**src/rtl/muldiv_ctrl_if.sv**
```systemverilog
// EX-stage to HI/LO multiply/divide sequencer link: op issue and flush in,
// busy/done status and the HI/LO architectural registers out.
interface muldiv_ctrl_if;
  logic        start;
  logic [2:0]  op;
  logic [31:0] a;
  logic [31:0] b;
  logic        flush;
  logic        busy;
  logic        done;
  logic [31:0] hi;
  logic [31:0] lo;

  modport master (
    output start, op, a, b, flush,
    input  busy, done, hi, lo
  );

  modport slave (
    input  start, op, a, b, flush,
    output busy, done, hi, lo
  );
endinterface

```
**src/rtl/muldiv_ctrl.sv**
```systemverilog
// HI/LO sequencer: MUL_LAT-cycle multiply, 32-cycle restoring divide, MTHI/MTLO next edge.
// busy holds off further issue (starts while busy are ignored); flush aborts with no HI/LO update.
module muldiv_ctrl #(
  parameter int unsigned MUL_LAT = 3
) (
  input  logic          clk,
  input  logic          rst,
  muldiv_ctrl_if.slave  bus
);

  typedef enum logic [1:0] {IDLE, MUL, DIV} state_t;

  localparam logic [2:0] OP_MULT  = 3'd0;
  localparam logic [2:0] OP_MULTU = 3'd1;
  localparam logic [2:0] OP_DIV   = 3'd2;
  localparam logic [2:0] OP_DIVU  = 3'd3;
  localparam logic [2:0] OP_MTHI  = 3'd4;
  localparam logic [2:0] OP_MTLO  = 3'd5;

  localparam logic [5:0] MUL_CNT = 6'(MUL_LAT - 1);
  localparam logic [5:0] DIV_CNT = 6'd31;

  state_t      state_q, state_d;
  logic [5:0]  cnt_q;
  logic [31:0] opa_q;       // multiplicand, or dividend magnitude shifting into quotient
  logic [31:0] opb_q;       // multiplier, or divisor magnitude
  logic [31:0] rem_q;
  logic        mul_signed_q;
  logic        sign_q_q;
  logic        sign_r_q;
  logic        div_zero_q;
  logic [31:0] hi_q, lo_q;
  logic        done_q;

  logic mul_go, div_go, mt_hi, mt_lo, finish;

  // ---------------- control FSM ----------------
  always_ff @(posedge clk or posedge rst) begin
    if (rst) state_q <= IDLE;
    else     state_q <= state_d;
  end

  always_comb begin
    state_d = state_q;
    mul_go  = 1'b0;
    div_go  = 1'b0;
    mt_hi   = 1'b0;
    mt_lo   = 1'b0;
    finish  = 1'b0;
    case (state_q)
      IDLE: begin
        if (bus.start && !bus.flush) begin
          case (bus.op)
            OP_MULT, OP_MULTU: begin mul_go = 1'b1; state_d = MUL; end
            OP_DIV,  OP_DIVU:  begin div_go = 1'b1; state_d = DIV; end
            OP_MTHI:           mt_hi = 1'b1;
            OP_MTLO:           mt_lo = 1'b1;
            default: ;
          endcase
        end
      end
      MUL, DIV: begin
        // flush on the last cycle suppresses the result write
        if (bus.flush) begin
          state_d = IDLE;
        end else if (cnt_q == 6'd0) begin
          finish  = 1'b1;
          state_d = IDLE;
        end
      end
      default: state_d = IDLE;
    endcase
  end

  // ---------------- datapath ----------------
  logic        div_signed;
  logic [31:0] a_abs, b_abs;
  logic [63:0] mul_a_ext, mul_b_ext, product;
  logic [32:0] shifted;
  logic [33:0] diff;
  logic        q_bit;
  logic [31:0] quot_nxt, rem_nxt, q_res, r_res;

  always_comb begin
    div_signed = (bus.op == OP_DIV);
    a_abs = (div_signed && bus.a[31]) ? (~bus.a + 32'd1) : bus.a;
    b_abs = (div_signed && bus.b[31]) ? (~bus.b + 32'd1) : bus.b;

    mul_a_ext = mul_signed_q ? {{32{opa_q[31]}}, opa_q} : {32'd0, opa_q};
    mul_b_ext = mul_signed_q ? {{32{opb_q[31]}}, opb_q} : {32'd0, opb_q};
    product   = mul_a_ext * mul_b_ext;

    // one restoring step: bring in next dividend bit, try subtracting divisor
    shifted  = {rem_q, opa_q[31]};
    diff     = {1'b0, shifted} - {2'b00, opb_q};
    q_bit    = ~diff[33];
    rem_nxt  = q_bit ? diff[31:0] : shifted[31:0];
    quot_nxt = {opa_q[30:0], q_bit};

    // divide by zero leaves rem = |a|, which the sign_r fixup returns to a
    q_res = div_zero_q ? 32'hFFFF_FFFF : (sign_q_q ? (~quot_nxt + 32'd1) : quot_nxt);
    r_res = sign_r_q ? (~rem_nxt + 32'd1) : rem_nxt;
  end

  always_ff @(posedge clk or posedge rst) begin
    if (rst) begin
      cnt_q        <= '0;
      opa_q        <= '0;
      opb_q        <= '0;
      rem_q        <= '0;
      mul_signed_q <= 1'b0;
      sign_q_q     <= 1'b0;
      sign_r_q     <= 1'b0;
      div_zero_q   <= 1'b0;
    end else if (mul_go) begin
      cnt_q        <= MUL_CNT;
      opa_q        <= bus.a;
      opb_q        <= bus.b;
      mul_signed_q <= (bus.op == OP_MULT);
    end else if (div_go) begin
      cnt_q      <= DIV_CNT;
      opa_q      <= a_abs;
      opb_q      <= b_abs;
      rem_q      <= '0;
      sign_q_q   <= div_signed & (bus.a[31] ^ bus.b[31]);
      sign_r_q   <= div_signed & bus.a[31];
      div_zero_q <= (bus.b == 32'd0);
    end else if (state_q != IDLE && !bus.flush && cnt_q != 6'd0) begin
      cnt_q <= cnt_q - 6'd1;
      if (state_q == DIV) begin
        opa_q <= quot_nxt;
        rem_q <= rem_nxt;
      end
    end
  end

  always_ff @(posedge clk or posedge rst) begin
    if (rst) begin
      hi_q   <= '0;
      lo_q   <= '0;
      done_q <= 1'b0;
    end else begin
      done_q <= finish;
      if (finish) begin
        if (state_q == MUL) begin
          hi_q <= product[63:32];
          lo_q <= product[31:0];
        end else begin
          hi_q <= r_res;
          lo_q <= q_res;
        end
      end
      if (mt_hi) hi_q <= bus.a;
      if (mt_lo) lo_q <= bus.a;
    end
  end

  assign bus.busy = (state_q != IDLE);
  assign bus.done = done_q;
  assign bus.hi   = hi_q;
  assign bus.lo   = lo_q;

endmodule

```
**src/flat_wrapper.sv**
```systemverilog
// flat-port wrapper written by rule: the top's interface ports become plain ports
module muldiv_ctrl_flat 
#(
  parameter int unsigned MUL_LAT = 3
)
  (clk, rst, bus_start, bus_op, bus_a, bus_b, bus_flush, bus_busy, bus_done, bus_hi, bus_lo);
  muldiv_ctrl_if bus_i ();
  input  logic clk;
  input  logic rst;
  input wire logic [$bits(bus_i.start)-1:0] bus_start;
  input wire logic [$bits(bus_i.op)-1:0] bus_op;
  input wire logic [$bits(bus_i.a)-1:0] bus_a;
  input wire logic [$bits(bus_i.b)-1:0] bus_b;
  input wire logic [$bits(bus_i.flush)-1:0] bus_flush;
  output wire logic [$bits(bus_i.busy)-1:0] bus_busy;
  output wire logic [$bits(bus_i.done)-1:0] bus_done;
  output wire logic [$bits(bus_i.hi)-1:0] bus_hi;
  output wire logic [$bits(bus_i.lo)-1:0] bus_lo;
  assign bus_i.start = bus_start;
  assign bus_i.op = bus_op;
  assign bus_i.a = bus_a;
  assign bus_i.b = bus_b;
  assign bus_i.flush = bus_flush;
  assign bus_busy = bus_i.busy;
  assign bus_done = bus_i.done;
  assign bus_hi = bus_i.hi;
  assign bus_lo = bus_i.lo;
  muldiv_ctrl #(.MUL_LAT(MUL_LAT)) u_core (.clk(clk), .rst(rst), .bus(bus_i));
endmodule
```
**config.mk**
```make
export PLATFORM = sky130hd
export DESIGN_NAME = muldiv_ctrl_flat
export DESIGN_NICKNAME = d
export VERILOG_FILES = /design/src/rtl/muldiv_ctrl_if.sv /design/src/rtl/muldiv_ctrl.sv /design/src/flat_wrapper.sv
export SDC_FILE = /design/constraint.sdc
export NUM_CORES = 2
export LEC_CHECK = 0
export CAP_MARGIN = 40
export CORE_MARGIN = 4
export CORE_UTILIZATION = 38
export DETAILED_ROUTE_END_ITERATION = 8
export SKIP_CTS_REPAIR_TIMING = 1
export SLEW_MARGIN = 20
export SYNTH_ARGS = -nofsm -noshare
export SYNTH_HDL_FRONTEND = slang
export SYNTH_SLANG_ARGS = --single-unit
```
**constraint.sdc**
```tcl
create_clock -name clk -period 14.07 [get_ports clk]
set_input_delay 1.407 -clock clk [delete_from_list [all_inputs] [get_ports clk]]
set_output_delay 1.407 -clock clk [all_outputs]
set_load 0.02 [all_outputs]
```
Yosys cells after proc, flatten, opt, wreduce, memory -nomap -nowiden --
Cells that the tools add are included.
Cells by class: bitwise operators 9, equality and inequality tests 10, add/subtract/negate cells 6, div/mod/pow operators 0, reduce and logical (&&, ||, !) cells 26, shifts and indexed selects 0, order comparisons 0, multipliers 1, multiplexer cells 46
Operators with widths (number):
- 2-to-1 mux 32 bit | 21
- adder 32 x 1 -> 32 bit, second input constant | 4
- 2-to-1 mux 64 bit | 2
- NOT 32 bit | 4
- multiplier 64 x 64 -> 64 bit | 1
- subtractor 33 x 32 -> 34 bit | 1
- zero test 32 bit | 1
- 2-to-1 mux 6 bit | 3
- 2-to-1 mux 1 bit | 15
- nonzero test 2 bit | 6
- one-hot mux 2 bit (2 select lines) | 2
- equality test 3 x 2 -> 1 bit, second input constant | 2
- equality test 3 bit, second input constant | 2
- zero test 6 bit | 1
- 2-to-1 mux 2 bit | 3
- AND reduction 3 bit | 2
- nonzero test 3 bit | 2
- nonzero test 6 bit | 1
- OR reduction 2 bit | 3
- subtractor 6 x 1 -> 6 bit, second input constant | 1
- logical AND 1 bit | 5
- AND reduction 2 bit | 2
- equality test 3 x 1 -> 1 bit, second input constant | 1
- zero test 3 bit | 1
- 10 further kinds | 12
Word-level totals: bits in latches 0, memories 0, flip-flop bits (word level) 173, output and inout bits 66, memory bits (read-only) 0, word-level logic and storage cells 110, bits in writable memories 0

Logic depth before layout (Yosys ltp) --
depth after elaboration 9, depth in mapped cells 36, depth with buffers taken out 33

Least setup slack after synthesis --
Ideal clock, no wire load.
kind register to register, start point reg u_core.opa_q[31], end point reg u_core.hi_q[29] (netlist: u_core.bus.hi[29]), setup slack 4.758 ns, data required time 14.001 ns, cell stages (with the launch flop) 31, library setup time 0.069 ns, arrival time 9.244 ns, cells stage by stage dfrtp_1 -> and2_1 -> clkbuf_1 -> clkbuf_1 -> nand2_1 -> fa_1 -> inv_1 -> fa_1 -> fa_1 -> inv_1 -> fa_1 -> inv_1 -> fa_1 -> fa_1 -> fa_1 -> fa_1 -> fa_1 -> inv_1 -> fa_1 -> inv_1 -> ha_1 -> clkbuf_1 -> nand4_1 -> nor3_1 -> o2bb2ai_1 -> a31oi_1 -> a211oi_1 -> o22ai_1 -> or4_1 -> mux2_2 -> nand3_1
On the way: cells in the longest elaborated chain, start to end 8, elaborated cells between the ends (all ways) 10
RTL lines:
- start: declaration | RTL line muldiv_ctrl.sv:25 | logic [31:0] opa_q;
- start signal: assignment | RTL line muldiv_ctrl.sv:117 | opa_q <= bus.a;
- start signal: assignment | RTL line muldiv_ctrl.sv:122 | opa_q <= a_abs;
- start signal: assignment | RTL line muldiv_ctrl.sv:131 | opa_q <= quot_nxt;
- parallel branches: the longest is 5 deep, another holds multiplier 64 x 64 -> 64 bit
- 2-to-1 mux 32 bit * | RTL line muldiv_ctrl.sv:145 | if (state_q == MUL) begin
- 2-to-1 mux 32 bit * | RTL line muldiv_ctrl.sv:144 | if (finish) begin
- 2-to-1 mux 32 bit * | RTL line muldiv_ctrl.sv:153 | if (mt_hi) hi_q <= bus.a;
- end signal: assignment | RTL line muldiv_ctrl.sv:146 | hi_q <= product[63:32];
- end signal: assignment | RTL line muldiv_ctrl.sv:149 | hi_q <= r_res;
- end signal: assignment | RTL line muldiv_ctrl.sv:153
- end: declaration | RTL line muldiv_ctrl.sv:32 | logic [31:0] hi_q, lo_q;
Every way passes the cells marked *. The select of a mux whose other input is x is not followed. A chain may end at the register's enable or synchronous reset.

Final worst setup path --
start point reg u_core.opa_q[31], end point reg u_core.hi_q[30] (netlist: u_core.bus.hi[30])
Same word-level chain as after synthesis.

==> flow_metrics.env <==
export IMPL_syn_to_final_growth_pct=7.114
export IMPL_place_congestion=0.9897
export IMPL_critical_path_slowest_cell="fa_1"
export IMPL_clk_insertion_delay_late_ns=0.55
export IMPL_rows=146
export IMPL_grt_usage_pct=25.54
export IMPL_h_tree_depth=4
export IMPL_hold_depth=2
export IMPL_drt_pass1_iter_count=6
export IMPL_setup_tns_ns=0
export IMPL_critPathCaptureType="flip-flop"
export IMPL_yosysUniqueCellTypes=77
export IMPL_yosys_top_cells_area="fa_1 47%, inv_1 9.7%, ha_1 7.2%, dfrtp_1 7.1%, and2_1 5.7%"
export IMPL_synthArstFlopShare_pct=100.0
export IMPL_max_freq_mhz=94.33
export IMPL_synth_area_sq_um=61010
export IMPL_drc_errors=0
export IMPL_min_from="u_core.state_q[1]$_DFFE_PP0P_"
export IMPL_synthXorXnorAreaFrac_pct=3.459
export IMPL_slew_viol_final=0
export IMPL_crit_required_ns=14.46
export IMPL_design_core_area_sq_um=158900
export IMPL_hold_path_class="flip-flop to flip-flop"
export IMPL_initial_core_util_pct=38.39
export IMPL_clockRootBuffer="clkbuf_16"
export IMPL_synth_top_family_by_area="adder cells"
export IMPL_yosysWarnings=0
export IMPL_cts_sinks=173
export IMPL_max_stage_delay_ns=0.94
export IMPL_dp_hpwl_um=170100
export IMPL_cts_buffer_depth=2
export IMPL_grt_antenna_before_repair=10
export IMPL_ys_seq_elements=173
export IMPL_critPathKind="flip-flop to flip-flop"
export IMPL_post_synth_cell_area_avg_sq_um=8.982
export IMPL_rr_endpoint="u_core.bus.hi[30]$_DFFE_PP0P_"
export IMPL_die_h_um=408.7
export IMPL_ff2ff_path_depth=33
export IMPL_yosysTopAreaCell="fa_1"
export IMPL_reg2reg_setup_slack_ns=3.47
export IMPL_crit_arrival_ns=11.00
export IMPL_rsz0062_at_grt="false"
export IMPL_yosys_area_top_type_share_pct=46.59
export IMPL_routed_wl_um=210000
export IMPL_grt_first_pass_wirelength_um=320000
export IMPL_synth_simple_gate_area_share_pct=14.40
export IMPL_worst_pin_slew_ns=0.9237
export IMPL_fillers=15880
export IMPL_die_w_um=408.7
export IMPL_maxCapViolCount=0
export IMPL_syn_inst=6793
export IMPL_grt_overflow=0
export IMPL_hold_viol=0
export IMPL_io_pins=137
export IMPL_die_area_sq_um=167000
export IMPL_crit_fanout=25
export IMPL_status="completed"
export IMPL_syn_nets=8634
export IMPL_tritoncts="yes"
export IMPL_grt_max_degree=84
export IMPL_layout_commonest_cell="inv_1"
export IMPL_fin_crit_ns=10.60
export IMPL_vias=47030
export IMPL_vias_per_cell=5.363
export IMPL_fin_crit_sh_pct=75.34
export IMPL_muxShareOfSynthArea_pct=0.4224
export IMPL_relSlewSlack_pct=38.42
export IMPL_drive_gt1_share_pct=3.003
export IMPL_nets=8521
export IMPL_portBuffers=136
export IMPL_synth_compound_area_share_pct=8.742
export IMPL_r2r_start="u_core.opa_q[31]$_DFFE_PP0P_"
export IMPL_ys_flop_type="dfrtp_1"
export IMPL_synth_seq_area_share_pct=7.095
export IMPL_grt_pass1_vias=49470
export IMPL_final_seq_area_sq_um=4343
export IMPL_crit_top_cell="fa_1"
export IMPL_fin_worst_skew_ns=0.03534
export IMPL_final_cell_mix="1,573 x inv_1, 1,420 x fa_1, 743 x nand2_1"
export IMPL_multi_input_area_sq_um=49360
export IMPL_clk_pin_slew_ns=0.09
export IMPL_cp_start_kind="flip-flop"
export IMPL_synth_edf_count=0
export IMPL_hold_end="u_core.state_q[1]$_DFFE_PP0P_"
export IMPL_synthAdderAreaFrac_pct=53.82
export IMPL_wl_per_cell_um=23.95
export IMPL_drt_antenna_violating_nets=0
export IMPL_cts_buffers=17
export IMPL_drtIter0Drc=4535
export IMPL_setup_viol=0
-- synth_stat cells, types with 55 or more instances --
library cell	n
fa_1	1420
and2_1	556
nor3_1	59
xor2_1	81
xnor2_1	160
ha_1	350
nand2_1	744
a21o_1	55
nor2_1	224
inv_1	1574
clkbuf_1	342
o21ai_0	210
a21oi_1	190
dfrtp_1	173
-- per-layer routing --
| metal | share of wire [%] | track usage (%) | vias to the layer above | wire length (um) |
|---|---|---|---|---|
| met5 | 0 | 0 | - | 0 |
| met4 | 3.7 | 8.078 | 0 | 7703 |
| met3 | 10 | 6.439 | 290 | 21280 |
| met2 | 45 | 39.69 | 2070 | 94350 |
| met1 | 41 | 35.11 | 24440 | 86700 |
| li1 | - | - | 20230 | - |
-- worst max-delay path: cells and delay by family (launching register included) --
kind,cells,cell delay (ns)
DFF,1,0.37
AOI/OAI and AO/OA,7,1.22
and+or+nand+nor,5,1.38
adders and majority gates,11,6.13
buffers and inverters,10,1.35
-- state kept, by name (all words and copies together) (netlist names) --
| signal | count |
|---|---|
| u_core.bus.hi | 32 |
| u_core.bus.lo | 32 |
| u_core.opa_q | 32 |
| u_core.opb_q | 32 |
| u_core.rem_q | 32 |
| u_core.cnt_q | 6 |
| u_core.state_q | 2 |
| u_core.bus.done | 1 |
| u_core.div_zero_q | 1 |
| u_core.mul_signed_q | 1 |
| u_core.sign_q_q | 1 |
| u_core.sign_r_q | 1 |
-- through the flow --
step	util (%)	cells	worst slack (ns)	hold WS [ns]	cell area, sq um
after floorplan	-	6793	4.758	0.4729	61010
after global placement	40.44	8710	3.759	0.5011	64270
after detailed placement	40.62	8726	3.671	0.4990	64550
after CTS	41.04	8758	3.635	0.5183	65230
after global routing	41.12	8765	3.110	0.5784	65350
final	41.12	8769	3.469	0.5189	65360
-- worst max path at each step --
stage	startpoint	endpoint	depth (start not counted)
final	u_core.opa_q[31]$_DFFE_PP0P_	u_core.bus.hi[30]$_DFFE_PP0P_	33
after floorplan	u_core.opa_q[31]$_DFFE_PP0P_	u_core.bus.hi[29]$_DFFE_PP0P_	30
after global placement	u_core.mul_signed_q$_DFFE_PP0P_	u_core.bus.hi[29]$_DFFE_PP0P_	32
after detailed placement	u_core.opa_q[31]$_DFFE_PP0P_	u_core.bus.hi[29]$_DFFE_PP0P_	31
after global routing	u_core.opa_q[31]$_DFFE_PP0P_	u_core.bus.hi[30]$_DFFE_PP0P_	31
after CTS	u_core.opa_q[31]$_DFFE_PP0P_	u_core.bus.hi[29]$_DFFE_PP0P_	31
-- area by class of cell --
| class | count | share of cell area, % |
|---|---|---|
| tap | 2072 | 3.967 |
| antenna | 4 | 0.01532 |
| clock buffer | 17 | 0.6509 |
| timing repair buffer | 252 | 3.768 |
| sequential | 173 | 6.645 |
| clock inverter | 15 | 0.3791 |
| multi-input combinational | 4662 | 75.52 |
| inverter | 1574 | 9.052 |
-- cells by family (layout without fill, tap and decap cells) --
kind of cell / Yosys count / after routing
buffers and inverters: 1958 / 1858
and+or+nand+nor: 1803 / 1803
adders and majority gates: 1773 / 1773
AOI/OAI and AO/OA: 820 / 820
xor gates and xnor gates: 241 / 241
DFF: 173 / 173
muxes: 25 / 25
other: 0 / 4
Power is not shown: default switching activity piles up to over one toggle a cycle in this logic, so the estimate is an artifact.
